<file path="src/rtl/rr_bus_arbiter.sv">
// Two-master round-robin bus arbiter with a bounded tenure per grant.
// A one-cycle TURN gap separates every hand-over so the address/data muxes never switch under an owner.
module rr_bus_arbiter #(
    parameter int MAX_TENURE = 16,
    parameter int CNT_WIDTH  = 8
) (
    input  logic clk,
    input  logic rst,
    input  logic m1_breq,
    input  logic m2_breq,
    output logic m1_bgnt,
    output logic m2_bgnt,
    output logic bgrant,
    output logic bus_busy
);

    typedef enum logic [1:0] {
        IDLE   = 2'd0,
        OWN_M1 = 2'd1,
        OWN_M2 = 2'd2,
        TURN   = 2'd3
    } state_t;

    localparam logic [CNT_WIDTH-1:0] MAX_CNT = CNT_WIDTH'(MAX_TENURE);
    localparam logic [CNT_WIDTH-1:0] ONE_CNT = CNT_WIDTH'(1);

    state_t               state_q;
    logic                 last_q;   // 0 = master 1 served last, 1 = master 2
    logic [CNT_WIDTH-1:0] cnt_q;

    logic any_req;
    logic pick_m2;
    logic own_req;
    logic other_req;
    logic release_d;

    // On a tie the master that was not served last wins.
    assign any_req   = m1_breq | m2_breq;
    assign pick_m2   = m2_breq & (~m1_breq | ~last_q);
    assign own_req   = (state_q == OWN_M1) ? m1_breq : m2_breq;
    assign other_req = (state_q == OWN_M1) ? m2_breq : m1_breq;
    assign release_d = ~own_req | ((cnt_q == MAX_CNT) & other_req);

    always_ff @(posedge clk) begin
        if (rst) begin
            state_q  <= IDLE;
            m1_bgnt  <= 1'b0;
            m2_bgnt  <= 1'b0;
            bgrant   <= 1'b0;
            bus_busy <= 1'b0;
            cnt_q    <= '0;
            last_q   <= 1'b1;
        end else begin
            case (state_q)
                IDLE, TURN: begin
                    if (any_req) begin
                        state_q  <= pick_m2 ? OWN_M2 : OWN_M1;
                        m1_bgnt  <= ~pick_m2;
                        m2_bgnt  <= pick_m2;
                        bgrant   <= pick_m2;
                        bus_busy <= 1'b1;
                        last_q   <= pick_m2;
                        cnt_q    <= ONE_CNT;
                    end else begin
                        state_q  <= IDLE;
                        m1_bgnt  <= 1'b0;
                        m2_bgnt  <= 1'b0;
                        bus_busy <= 1'b0;
                    end
                end
                OWN_M1, OWN_M2: begin
                    if (release_d) begin
                        state_q  <= TURN;
                        m1_bgnt  <= 1'b0;
                        m2_bgnt  <= 1'b0;
                        bus_busy <= 1'b0;
                    end else if (cnt_q == MAX_CNT) begin
                        // Tenure expired but nobody is waiting: keep the bus and restart the count.
                        cnt_q <= ONE_CNT;
                    end else begin
                        cnt_q <= cnt_q + ONE_CNT;
                    end
                end
                default: begin
                    state_q  <= IDLE;
                    m1_bgnt  <= 1'b0;
                    m2_bgnt  <= 1'b0;
                    bus_busy <= 1'b0;
                end
            endcase
        end
    end

endmodule
</file>
<file path="config.mk">
export PLATFORM = sky130hd
export DESIGN_NAME = rr_bus_arbiter
export DESIGN_NICKNAME = d
export VERILOG_FILES = /design/src/rtl/rr_bus_arbiter.sv
export SDC_FILE = /design/constraint.sdc
export NUM_CORES = 1
export LEC_CHECK = 0
export BUFFER_PORTS_ARGS = -buffer_cell sky130_fd_sc_hd__buf_4
export CORE_UTILIZATION = 35
export CTS_CLUSTER_DIAMETER = 60
export DETAILED_ROUTE_END_ITERATION = 10
export RECOVER_POWER = 50
export SETUP_SLACK_MARGIN = 0.1
export SLEW_MARGIN = 20
export SYNTH_ARGS = -nofsm -noshare
export SYNTH_HDL_FRONTEND = slang
export SYNTH_SLANG_ARGS = --single-unit
</file>
<file path="constraint.sdc">
create_clock -name clk -period 2.23 [get_ports clk]
set_input_delay 0.5575 -clock clk [delete_from_list [all_inputs] [get_ports clk]]
set_output_delay 0.5575 -clock clk [all_outputs]
set_load 0.02 [all_outputs]
</file>
# Word level (Yosys, flattened, before mapping)
# Index checks and enable logic that the tools add are counted.
word_totals:
  ff_bits: 15
classes:
  muxes: 17
  reduce_logical: 5
  n_bitwise: 9
  add_sub_neg: 1
  eq_ne: 7
op_table:
  columns: ["cell", "count"]
  rows:
  - ["8-bit 2-to-1 mux", 3]
  - ["8-bit one-hot mux with 2 select lines", 1]
  - ["8-bit by 1-bit adder with 8-bit output, second input constant", 1]
  - ["8-bit by 5-bit == test with 1-bit output, second input constant", 1]
  - ["1-bit 2-to-1 mux", 6]
  - ["2-bit 2-to-1 mux", 3]
  - ["2-bit inequality test, second input constant", 3]
  - ["1-bit one-hot mux with 2 select lines", 3]
  - ["2-bit == test, second input constant", 2]
  - ["1-bit NOT", 4]
  - ["2-bit one-hot mux with 2 select lines", 1]
  - ["2-bit AND reduction", 2]
  - ["2-bit OR reduction", 2]
  - ["1-bit OR", 3]
  - ["1-bit bitwise AND", 2]
  - ["2-bit by 1-bit == test with 1-bit output, second input constant", 1]
  - ["2-bit logical NOT", 1]

# Depth between registers and ports, before layout
# Gate-level depths: netlist (run 1).
logic_depth:
  ltp_word: 6
  depth_mapped: 6
  mapped_depth_nobuf: 6

# Worst setup path before layout (run 1)
# No wires, ideal clock.
synth_path:
  kind: "input port to flip-flop"
  start: "input m2_breq"
  end: "register cnt_q[7]"
  n_path_buf: 1
  arrival_ns: 1.512
  cell_stages: 5
  path_slack_ns: 0.596
  required_ns: 2.108
  cell_sequence: "buf_2 > nor3_1 > o31ai_4 > o21ai_1 > a221o_1"
synth_between:
  elab_chain_cells: 5
  elab_cells_between_ends: 9
  cone_classes: "eq/ne (2); mux (2); bitwise (4); reduce/logical (1)"
synth_rtl:
  columns: ["item", "line_no", "rtl"]
  rows:
  - ["from (decl)", "10", "input logic m2_breq,"]
  - ["1-bit 2-to-1 mux, on equally long branches", "41, 40", null]
  - ["1-bit bitwise AND or 1-bit NOT (tied branches)", "42", "assign release_d = ~own_req | ((cnt_q == MAX_CNT) & other_req);"]
  - ["1-bit OR", "42", null]
  - ["2-bit inequality test (no source line)", null, null]
  - ["2-bit AND reduction (no source line) *", null, null]
  - ["to (signal assigned)", "81", "cnt_q <= cnt_q + ONE_CNT;"]
  - ["to (decl)", "29", "logic [CNT_WIDTH-1:0] cnt_q;"]
# Mark *: on every way between the ends. The rest lies on a longest branch, timed or not.
# A chain may end at the register's enable or synchronous reset.

# Worst setup path in the final report (run 1)
layout_path:
  start: "register state_q[1]"
  end: "register cnt_q[7]"
layout_between:
  elab_chain_cells: 6
  elab_cells_between_ends: 15
  cone_classes: "eq/ne (5); mux (3); bitwise (3); reduce/logical (4)"
layout_rtl:
  columns: ["item", "line_no", "rtl"]
  rows:
  - ["from (decl)", "27", "state_t state_q;"]
  - ["from (signal assigned)", "57", "state_q <= pick_m2 ? OWN_M2 : OWN_M1;"]
  - ["2-bit by 1-bit == test with 1-bit output", "40, 41, 54", null]
  - ["1-bit 2-to-1 mux, on equally long branches", "41, 40", null]
  - ["1-bit bitwise AND or 1-bit NOT (tied branches)", "42", null]
  - ["1-bit OR", "42", null]
  - ["2-bit inequality test (no source line)", null, null]
  - ["2-bit AND reduction (no source line)", null, null]
# Parallel ways exist; a longest one is shown, timed or not.

==> flow_summary.toml, run 1 <==
[clock_network]
ctsResizeCount = 0
cts_setup_buffers = 0
h-tree-depth = 1
clk_latency_ns = 0.29
clk_pin_slew_ns = 0.10
root_buffer = "clkbuf_4"
cts_max_path_buffers = 2
cts_tree = "done"
cts.sinks = 15
cts_buffers = 3
hold_buffers = 0

[timing]
timing.slew.headroom = 0.6756
hold_viol = 0
worst_slew_pin_slew_ns = 0.4731
rsz0062_at_grt = "no"
finalCritPeriodShare = 0.8860
drv_slew = 0
finalClockSkew_ns = 0.009800
finalSetupViolCount = 0
tns_ns = 0
fin_crit_ns = 1.976
fmax_mhz = 506.1

[drt]
finalWirelength_um = 1652
ant_nets = 0
route.detailed.drc = 0
via_per_inst = 5.420
wl_per_cell_um = 12.61
drt_iter0_drc = 8
dr.pass1.iters = 4
dr_total_vias = 710

[run]
max_cap_violations = 0

[placement]
io_buffer_count = 7
dp_hpwl_um = 1209
routabilityCongestion = 0.7315
placed_area_sq_um = 889.6
dp.cells = 127

[synth]
yosysSeqAreaShare = 0.3687
ys_types = 35
synth.area.top_cells = "dfxtp_1, a21oi_1, ha_1"
synth.largest_area_cell = "dfxtp_1"
yosysWarnings = 0
synth_area_sq_um = 814.5
synth_area_per_cell_sq_um = 8.574
syn_nets = 102
syn_inst = 95
yosysTopAreaCellShare = 0.3687
synth-seq-cells = 15

[layout]
num-nets-final = 111
areaGrowthSynthToFinish_pct = 10.14
layout-drive-gt1-share = 0.1553
final_cell_count_no_fill = 131
final_cell_area_sq_um = 897.1
final_common_cell = "dfxtp_1"
final_cell_mix = "dfxtp_1, nand2_1, a21oi_1, nor2_1, inv_1"
num-fill-cells = 248
antenna_cells = 0

[setup_path]
critical_path.max_fanout = 13
worst_ep_required_time_ns = 2.42
path_delay_family = "compound AO/OA/AOI/OAI gates"
start_kind = "register"
crit_buf_inv = 1
path_cells = "inv_1, ha_1, nor3_1, o31ai_4, o21ai_1, a221o_1"
worstSetupPathType = "reg -> reg"
crit_slowest_cell = "ha_1"
max_stage_delay_ns = 0.50
critPathArrivalTime_ns = 2.17
cp-end-kind = "register"

[floorplan]
rows = 17
core-area_sq_um = 2212
initial_utilization = 0.3682
ios = 8
die-area_sq_um = 2524
dieHeight_um = 50.24
die-width_um = 50.24

[grt]
grt_pass1_vias = 667
grt_max_degree = 14
overflow = 0
antenna_found_initial = 0
grt_pass1_wl_um = 2973
grt_usage = 0.1562

[run_status]
status = "completed"

[min_path]
hp-class = "reg -> reg"

[power_and_ir_drop]
ir_worst_vdd_v = 0.0006647
p_leak_nw = 0.3388
p_per_area_nw_per_um2 = 1043
p_total_uw = 935.6
-- worst reg2reg max path: stages, from the launching register on --
cell and delay, ns:
dfxtp_1 0.34, inv_1 0.05, ha_1 0.50, nor3_1 0.16
o31ai_4 0.32, o21ai_1 0.16, a221o_1 0.36
-- power breakdown --
| group | internal, mW | switching [mW] |
|---|---|---|
| combinational | 0.150 | 0.255 |
| sequential | 0.329 | 0.0403 |
| clock | 0.0697 | 0.0915 |
| total | 0.549 | 0.387 |
-- cells in the mapped netlist --
library cell	number
o2bb2ai_1	2
mux2i_2	1
or2_2	1
a221oi_1	1
clkbuf_1	2
nor3_1	4
nor3b_1	2
nor3_2	1
a221o_1	1
a41oi_1	1
o21ai_0	2
o31ai_1	1
o211ai_2	1
ha_1	3
o21a_1	1
and3_1	2
nor2_1	8
a21oi_1	9
dfxtp_1	15
o31ai_4	1
nand2_1	9
a21o_2	2
a21o_1	1
o21ai_1	1
nand4_2	1
a211oi_2	1
buf_2	1
a22o_1	1
nand3_1	4
or3_1	1
a31oi_1	4
and4_2	1
inv_1	7
and4bb_4	1
nand2b_1	1
-- metrics by stage --
step | utilization | setup slack (ns) | hold WS, ns
2_1_floorplan | - | 0.5961 | 0.4577
3_3_place_gp | 0.4021 | 0.3009 | 0.4476
3_5_place_dp | 0.4021 | 0.2609 | 0.4518
4_1_cts | 0.4140 | 0.2430 | 0.4663
5_1_grt | 0.4055 | 0.1183 | 0.4907
6_report | 0.4055 | 0.2543 | 0.4605
-- per-layer routing --
metal | wire length (um) | GRT usage
met5 | 0 | 0
met1 | 784 | 0.1918
met4 | 36 | 0.07143
met2 | 768 | 0.2556
met3 | 64 | 0.03636
-- sequential cells by signal, summed over array words and instances, names as in the netlist --
| register | cells |
|---|---|
| state_q | 2 |
| cnt_q | 8 |
| bus_busy | 1 |
| last_q | 1 |
| m1_bgnt | 1 |
| m2_bgnt | 1 |
| bgrant | 1 |
-- area by class of cell --
type / instances / area [sq um] / area share
multi-input cells: 70 / 471.7 / 0.5258
clock buffers: 4 / 26.28 / 0.02929
inverters: 7 / 26.28 / 0.02929
repair buffers: 7 / 37.54 / 0.04184
flip-flops and latches: 15 / 300.3 / 0.3347
well taps: 28 / 35.03 / 0.03905
-- final timing paths --
kind / from / end / slack, ns / cells past startpoint
worst max-delay path: state_q[1] / cnt_q[7] / 0.25 / 6
worst min-delay path: bgrant / bgrant / 0.46 / 2
worst max register to register: state_q[1] / cnt_q[7] / 0.25 / 6
worst min register to register: bgrant / bgrant / 0.46 / 2
-- cell families after synthesis --
| logic type | synth area share |
|---|---|
| simple gates | 0.2443 |
| mux | 0.01689 |
| compound gates | 0.2765 |
| buf+inv | 0.04762 |
| flops | 0.3687 |
| fa+ha+maj | 0.04609 |
Note: power is estimated with default switching activity, not from simulation.
==> inputs of run 2 (changes only) <==
Settings changed: ABC_AREA set to 1, CELL_PAD_IN_SITES_DETAIL_PLACEMENT set to 1, CELL_PAD_IN_SITES_GLOBAL_PLACEMENT set to 2, CORE_UTILIZATION 35 to 33, PLACE_DENSITY_LB_ADDON set to 0.1.
Clock period 2.23 ns to 2.4 ns, I/O delays scaled along.
==> run 2 against run 1 <==
Net effect: final cell count increased by 27%; clock skew is 0.0053 ns lower; core utilization shrank 3.7 points; largest cell class unchanged; combinational power decreased by 2%; sequential share of layout area shrank 0.32 points; non-clock buffer count stayed put; design area grew 0.98%; power fell by 4.7%; register-to-register slack better by 0.15 ns; global-route usage grew 1.5 points; die area increased by 10%.
==> flow_summary.toml, run 2 <==
[synth]
syn_nets = 137
ys_types = 18
ys.flop_type = "dfxtp_1"
synth-seq-cells = 15
yosysSeqAreaShare = 0.3540
ys_async_sr_fraction = 0
synth_area_per_cell_sq_um = 6.525
synth_area_sq_um = 848.3
syn_inst = 130
synth.area.top_cells = "dfxtp_1, nand2_1, a21oi_1"
synth_edf_count = 0
synth.largest_area_cell = "dfxtp_1"
yosysMostFrequentCell = "nand2_1"
yosysTopAreaCellShare = 0.3540
yosysWarnings = 0
yosys-top-cells-count = "nand2_1, inv_1, a21oi_1, dfxtp_1, nand3_1"

[layout]
antenna_cells = 0
largest_reg_flops = 8
final_cell_area_sq_um = 905.9
top_regs = "cnt_q x8, state_q x2"
final_cell_mix = "nand2_1, inv_1, nand3_1, a21oi_1, dfxtp_1"
largest-register = "cnt_q"
layout-drive-gt1-share = 0.05882
seqCellArea_sq_um = 300.3
final_common_cell = "nand2_1"
num-nets-final = 144
areaGrowthSynthToFinish_pct = 6.785
num-fill-cells = 347
multi_input_area_sq_um = 432.9
final_util = 0.3690

[timing]
tns_ns = 0
rsz0062_at_grt = "no"
drv_slew = 0
hold_viol = 0
finalSetupViolCount = 0
fin_crit_ns = 1.997
fmax_mhz = 500.8
fin_ws_ns = 0.4033
worst_slew_pin_slew_ns = 0.4338
finalCritPeriodShare = 0.8320
timing.slew.headroom = 0.7100
finalClockSkew_ns = 0.004534

[floorplan]
initial_utilization = 0.3456
die-area_sq_um = 2777
core-area_sq_um = 2455
die-width_um = 52.70
dieHeight_um = 52.70
ios = 8
rows = 18

[power_and_ir_drop]
pwr-share-comb = 0.446
p_leak_nw = 0.3791
seq_power_share = 0.390
p_sw_frac = 0.4601
p_int_uw = 481.3
clock_power_share = 0.164
switchingPower_uw = 410.2
p_per_area_nw_per_um2 = 984.1
ir_worst_vdd_v = 0.0004776

[setup_path]
worst_ep_required_time_ns = 2.57
critical_path.max_fanout = 11
cp-end-kind = "register"
r2r-end = "cnt_q[2]"
reg2reg_depth = 9
start_kind = "register"
rr_startpoint = "cnt_q[0]"
critPathArrivalTime_ns = 2.17
worstSetupPathType = "reg -> reg"
reg2reg_slack_ns = 0.40

[grt]
grt_pass1_vias = 758
overflow = 0
grt_pass1_wl_um = 3415
grt_max_degree = 15
antenna_found_initial = 0
grt_usage = 0.1714

[drt]
dr_total_vias = 798
wl_per_cell_um = 12.73
finalWirelength_um = 2113
ant_nets = 0
route.detailed.drc = 0
dr.pass1.iters = 4
drt_iter0_drc = 3
via_per_inst = 4.807

[clock_network]
clk_pin_slew_ns = 0.09
cts_max_path_buffers = 2
cts_buffers = 3
cts.sinks = 15
clk_latency_ns = 0.28
cts_tree = "done"
ctsResizeCount = 0
h-tree-depth = 1
root_buffer = "clkbuf_4"
cts_setup_buffers = 0
hold_buffers = 0

[placement]
placed_area_sq_um = 902.1
routabilityCongestion = 0.6821
io_buffer_count = 7
dp_hpwl_um = 1652
pre_cts_ws_ns = 0.5347

[min_path]
holdPathStages = 2
hp-class = "reg -> reg"
holdCritStartpoint = "m1_bgnt"
hold_path_end = "m1_bgnt"

[run]
max_cap_violations = 0

[run_status]
status = "completed"
## run 2: how the worst max path moves through the flow
stage | slack, ns | from | to
global route | 0.22 | cnt_q[0] | cnt_q[0]
detailed placement | 0.53 | state_q[1] | cnt_q[6]
floorplan | 0.93 | state_q[1] | cnt_q[2]
global placement | 0.59 | m2_breq | cnt_q[5]
CTS | 0.51 | state_q[1] | cnt_q[6]
finish | 0.40 | cnt_q[0] | cnt_q[2]
## run 2: area by class of cell
type | instances | area share
clock buffer | 4 | 0.02901
timing repair buffer | 7 | 0.04144
tap | 30 | 0.04144
sequential | 15 | 0.3315
multi-input combinational | 91 | 0.4779
inverter | 19 | 0.07873
## run 2: cells by family after synthesis
logic type | synth area share
compound gates | 0.1121
buf+inv | 0.1268
simple gates | 0.3525
fa+ha+maj | 0.04425
flops | 0.3540
xor+xnor | 0.01033
## run 2: critical path, cell delays in order, from the launching register on
cell and delay, ns:
dfxtp_1 0.34, inv_1 0.14, ha_1 0.18, nand3_2 0.07
nor2_1 0.32, nand2_2 0.10, nand3_1 0.33, nand2_1 0.23
nand2_1 0.12, a21oi_1 0.06
## run 2: per-stage QoR
| step | hold WS [ns] | instances | power (mW) |
|---|---|---|---|
| final | 0.4703 | 166 | 0.8914 |
| after floorplan | 0.4292 | 130 | 0.6793 |
| after global routing | 0.4901 | 166 | 0.9641 |
| after CTS | 0.4763 | 166 | 0.9339 |
| after detailed placement | 0.4622 | 162 | 0.7892 |
| after global placement | 0.4535 | 162 | 0.7692 |
## run 2: power by group through the flow
stage          registers, mW  clock network, mW  logic [mW]
3_3_place_gp           0.350                  0       0.419
5_1_grt                0.355              0.157       0.452
2_1_floorplan          0.375                  0       0.304
6_report               0.348              0.146       0.397
4_1_cts                0.350              0.149       0.434
3_5_place_dp           0.356                  0       0.434
## run 2: metal layers
metal | global-route usage | wire, um
met1 | 0.2125 | 1002
met2 | 0.2996 | 1072
met3 | 0.01739 | 22
met4 | 0.06579 | 14
met5 | 0 | 0
==> inputs of run 3 (changes only) <==
Settings changed: CORE_UTILIZATION 33 to 30.
Clock period 2.4 ns to 1.9 ns, I/O delays scaled along.
==> run 3 against run 2 <==
Net effect: non-clock buffer count up 2; critical path type unchanged; register-to-register slack got worse by 0.11 ns; count of clock-buffer cells in the layout fell by 1; die area rose by 9.6%; clock skew increased by 0.0036 ns; power up 34%.
==> flow_summary.toml, run 3 (synthesis results as in run 2) <==
[drt]
route.detailed.drc = 0
drt_iter0_drc = 11
dr_total_vias = 812
via_per_inst = 4.833
wl_per_cell_um = 13.36
dr.pass1.iters = 4
finalWirelength_um = 2244
ant_nets = 0

[power_and_ir_drop]
switchingPower_uw = 561.9
p_sw_frac = 0.4716
pwr-share-comb = 0.463
ir_worst_vdd_v = 0.0006094
p_int_uw = 629.7
clock_power_share = 0.171
p_leak_nw = 0.3870
p_per_area_nw_per_um2 = 1275
seq_power_share = 0.366
p_total_mw = 1.192

[floorplan]
dieHeight_um = 55.18
initial_utilization = 0.3304
die-width_um = 55.18
rows = 18
ios = 8
die-area_sq_um = 3044
core-area_sq_um = 2567

[timing]
timing.slew.headroom = 0.7148
finalCritPeriodShare = 0.8445
worst_slew_pin_slew_ns = 0.4274
drv_slew = 0
fmax_mhz = 623.2
finalSetupViolCount = 0
finalClockSkew_ns = 0.008179
fin_crit_ns = 1.605
rsz0062_at_grt = "no"
tns_ns = 0
hold_viol = 0

[clock_network]
cts_max_path_buffers = 2
cts_buffers = 3
h-tree-depth = 1
cts.sinks = 15
clk_pin_slew_ns = 0.11
cts_tree = "done"
root_buffer = "clkbuf_4"
hold_buffers = 0
clk_latency_ns = 0.30
ctsResizeCount = 0
cts_setup_buffers = 0

[grt]
grt_usage = 0.1808
grt_pass1_wl_um = 3684
grt_max_degree = 15
grt_pass1_vias = 774
antenna_found_initial = 0
overflow = 0

[run]
max_cap_violations = 0

[layout]
largest_reg_flops = 8
antenna_cells = 0
num-fill-cells = 349
areaGrowthSynthToFinish_pct = 10.18
layout-drive-gt1-share = 0.1087
largest-register = "cnt_q"
final_common_cell = "nand2_1"
final_cell_mix = "nand2_1, inv_1, a21oi_1, nand3_1, dfxtp_1"
top_regs = "cnt_q x8, state_q x2"
final_cell_area_sq_um = 934.6
seqCellArea_sq_um = 300.3
multi_input_area_sq_um = 442.9
num-nets-final = 146

[setup_path]
worstSetupPathType = "reg -> reg"
rr_startpoint = "state_q[1]"
critical_path.max_fanout = 12
cp-end-kind = "register"
start_kind = "register"
worst_ep_required_time_ns = 2.13
critPathArrivalTime_ns = 1.84
startpoint = "state_q[1]"

[placement]
dp_hpwl_um = 1679
io_buffer_count = 7
routabilityCongestion = 0.7622
placed_area_sq_um = 917.1

[min_path]
holdCritStartpoint = "rst"
hp-class = "in -> reg"

[run_status]
status = "completed"
[run 3: changes by cell type in the layout (fill, tap and decap cells not counted)]
cell,delta
clkinvlp_4,+1
nand2_1,-1
nand2_2,+1
nand3_2,+1
buf_4,+2
nand3_1,-1
nor2_1,-1
inv_1,-1
inv_2,+1
nor2_2,+1
clkbuf_1,-1
[run 3: stage by stage]
| step | util | setup slack (ns) | std cells | hold WS, ns |
|---|---|---|---|---|
| after floorplan | - | 0.4268 | 130 | 0.4292 |
| after global placement | 0.3572 | 0.2552 | 164 | 0.4475 |
| after detailed placement | 0.3572 | 0.2270 | 164 | 0.4561 |
| after CTS | 0.3689 | 0.2276 | 168 | 0.4370 |
| after global routing | 0.3640 | 0.1156 | 168 | 0.4355 |
| final | 0.3640 | 0.2955 | 168 | 0.4407 |
[run 3: critical path: stages (launching register included)]
cell	delay (ns)
dfxtp_1	0.33
inv_1	0.04
ha_1	0.28
inv_1	0.07
a21oi_1	0.17
inv_1	0.24
nand2_2	0.20
nand2_1	0.07
a21oi_1	0.12
[run 3: cell type report]
type / count / share of cell area
clock inverters: 1 / 0.008032
inverters: 19 / 0.07631
well taps: 30 / 0.04016
repair buffers: 9 / 0.05622
multi-input cells: 91 / 0.4739
clock buffers: 3 / 0.02410
flip-flops and latches: 15 / 0.3213
[run 3: path summary, 6_finish.rpt]
check	to	slack, ns	cells past startpoint
min reg2reg	m2_bgnt	0.47	2
max	cnt_q[2]	0.30	8
min	state_q[0]	0.44	2
max reg2reg	cnt_q[2]	0.30	8
[run 3: power by group through the flow]
stage	Sequential (mW)	Combinational, mW	Clock [mW]
after detailed placement	0.447	0.571	0
after global routing	0.449	0.639	0.226
after global placement	0.442	0.558	0
after CTS	0.439	0.574	0.215
after floorplan	0.474	0.385	0
final	0.437	0.551	0.204
[run 3: layer usage]
metal / track usage / vias to the layer above / routed length (um)
met4: 0.07500 / 0 / 25
met5: 0 / - / 0
met2: 0.2771 / 8 / 1001
li1: - / 426 / -
met1: 0.2320 / 376 / 1150
met3: 0.05738 / 2 / 67
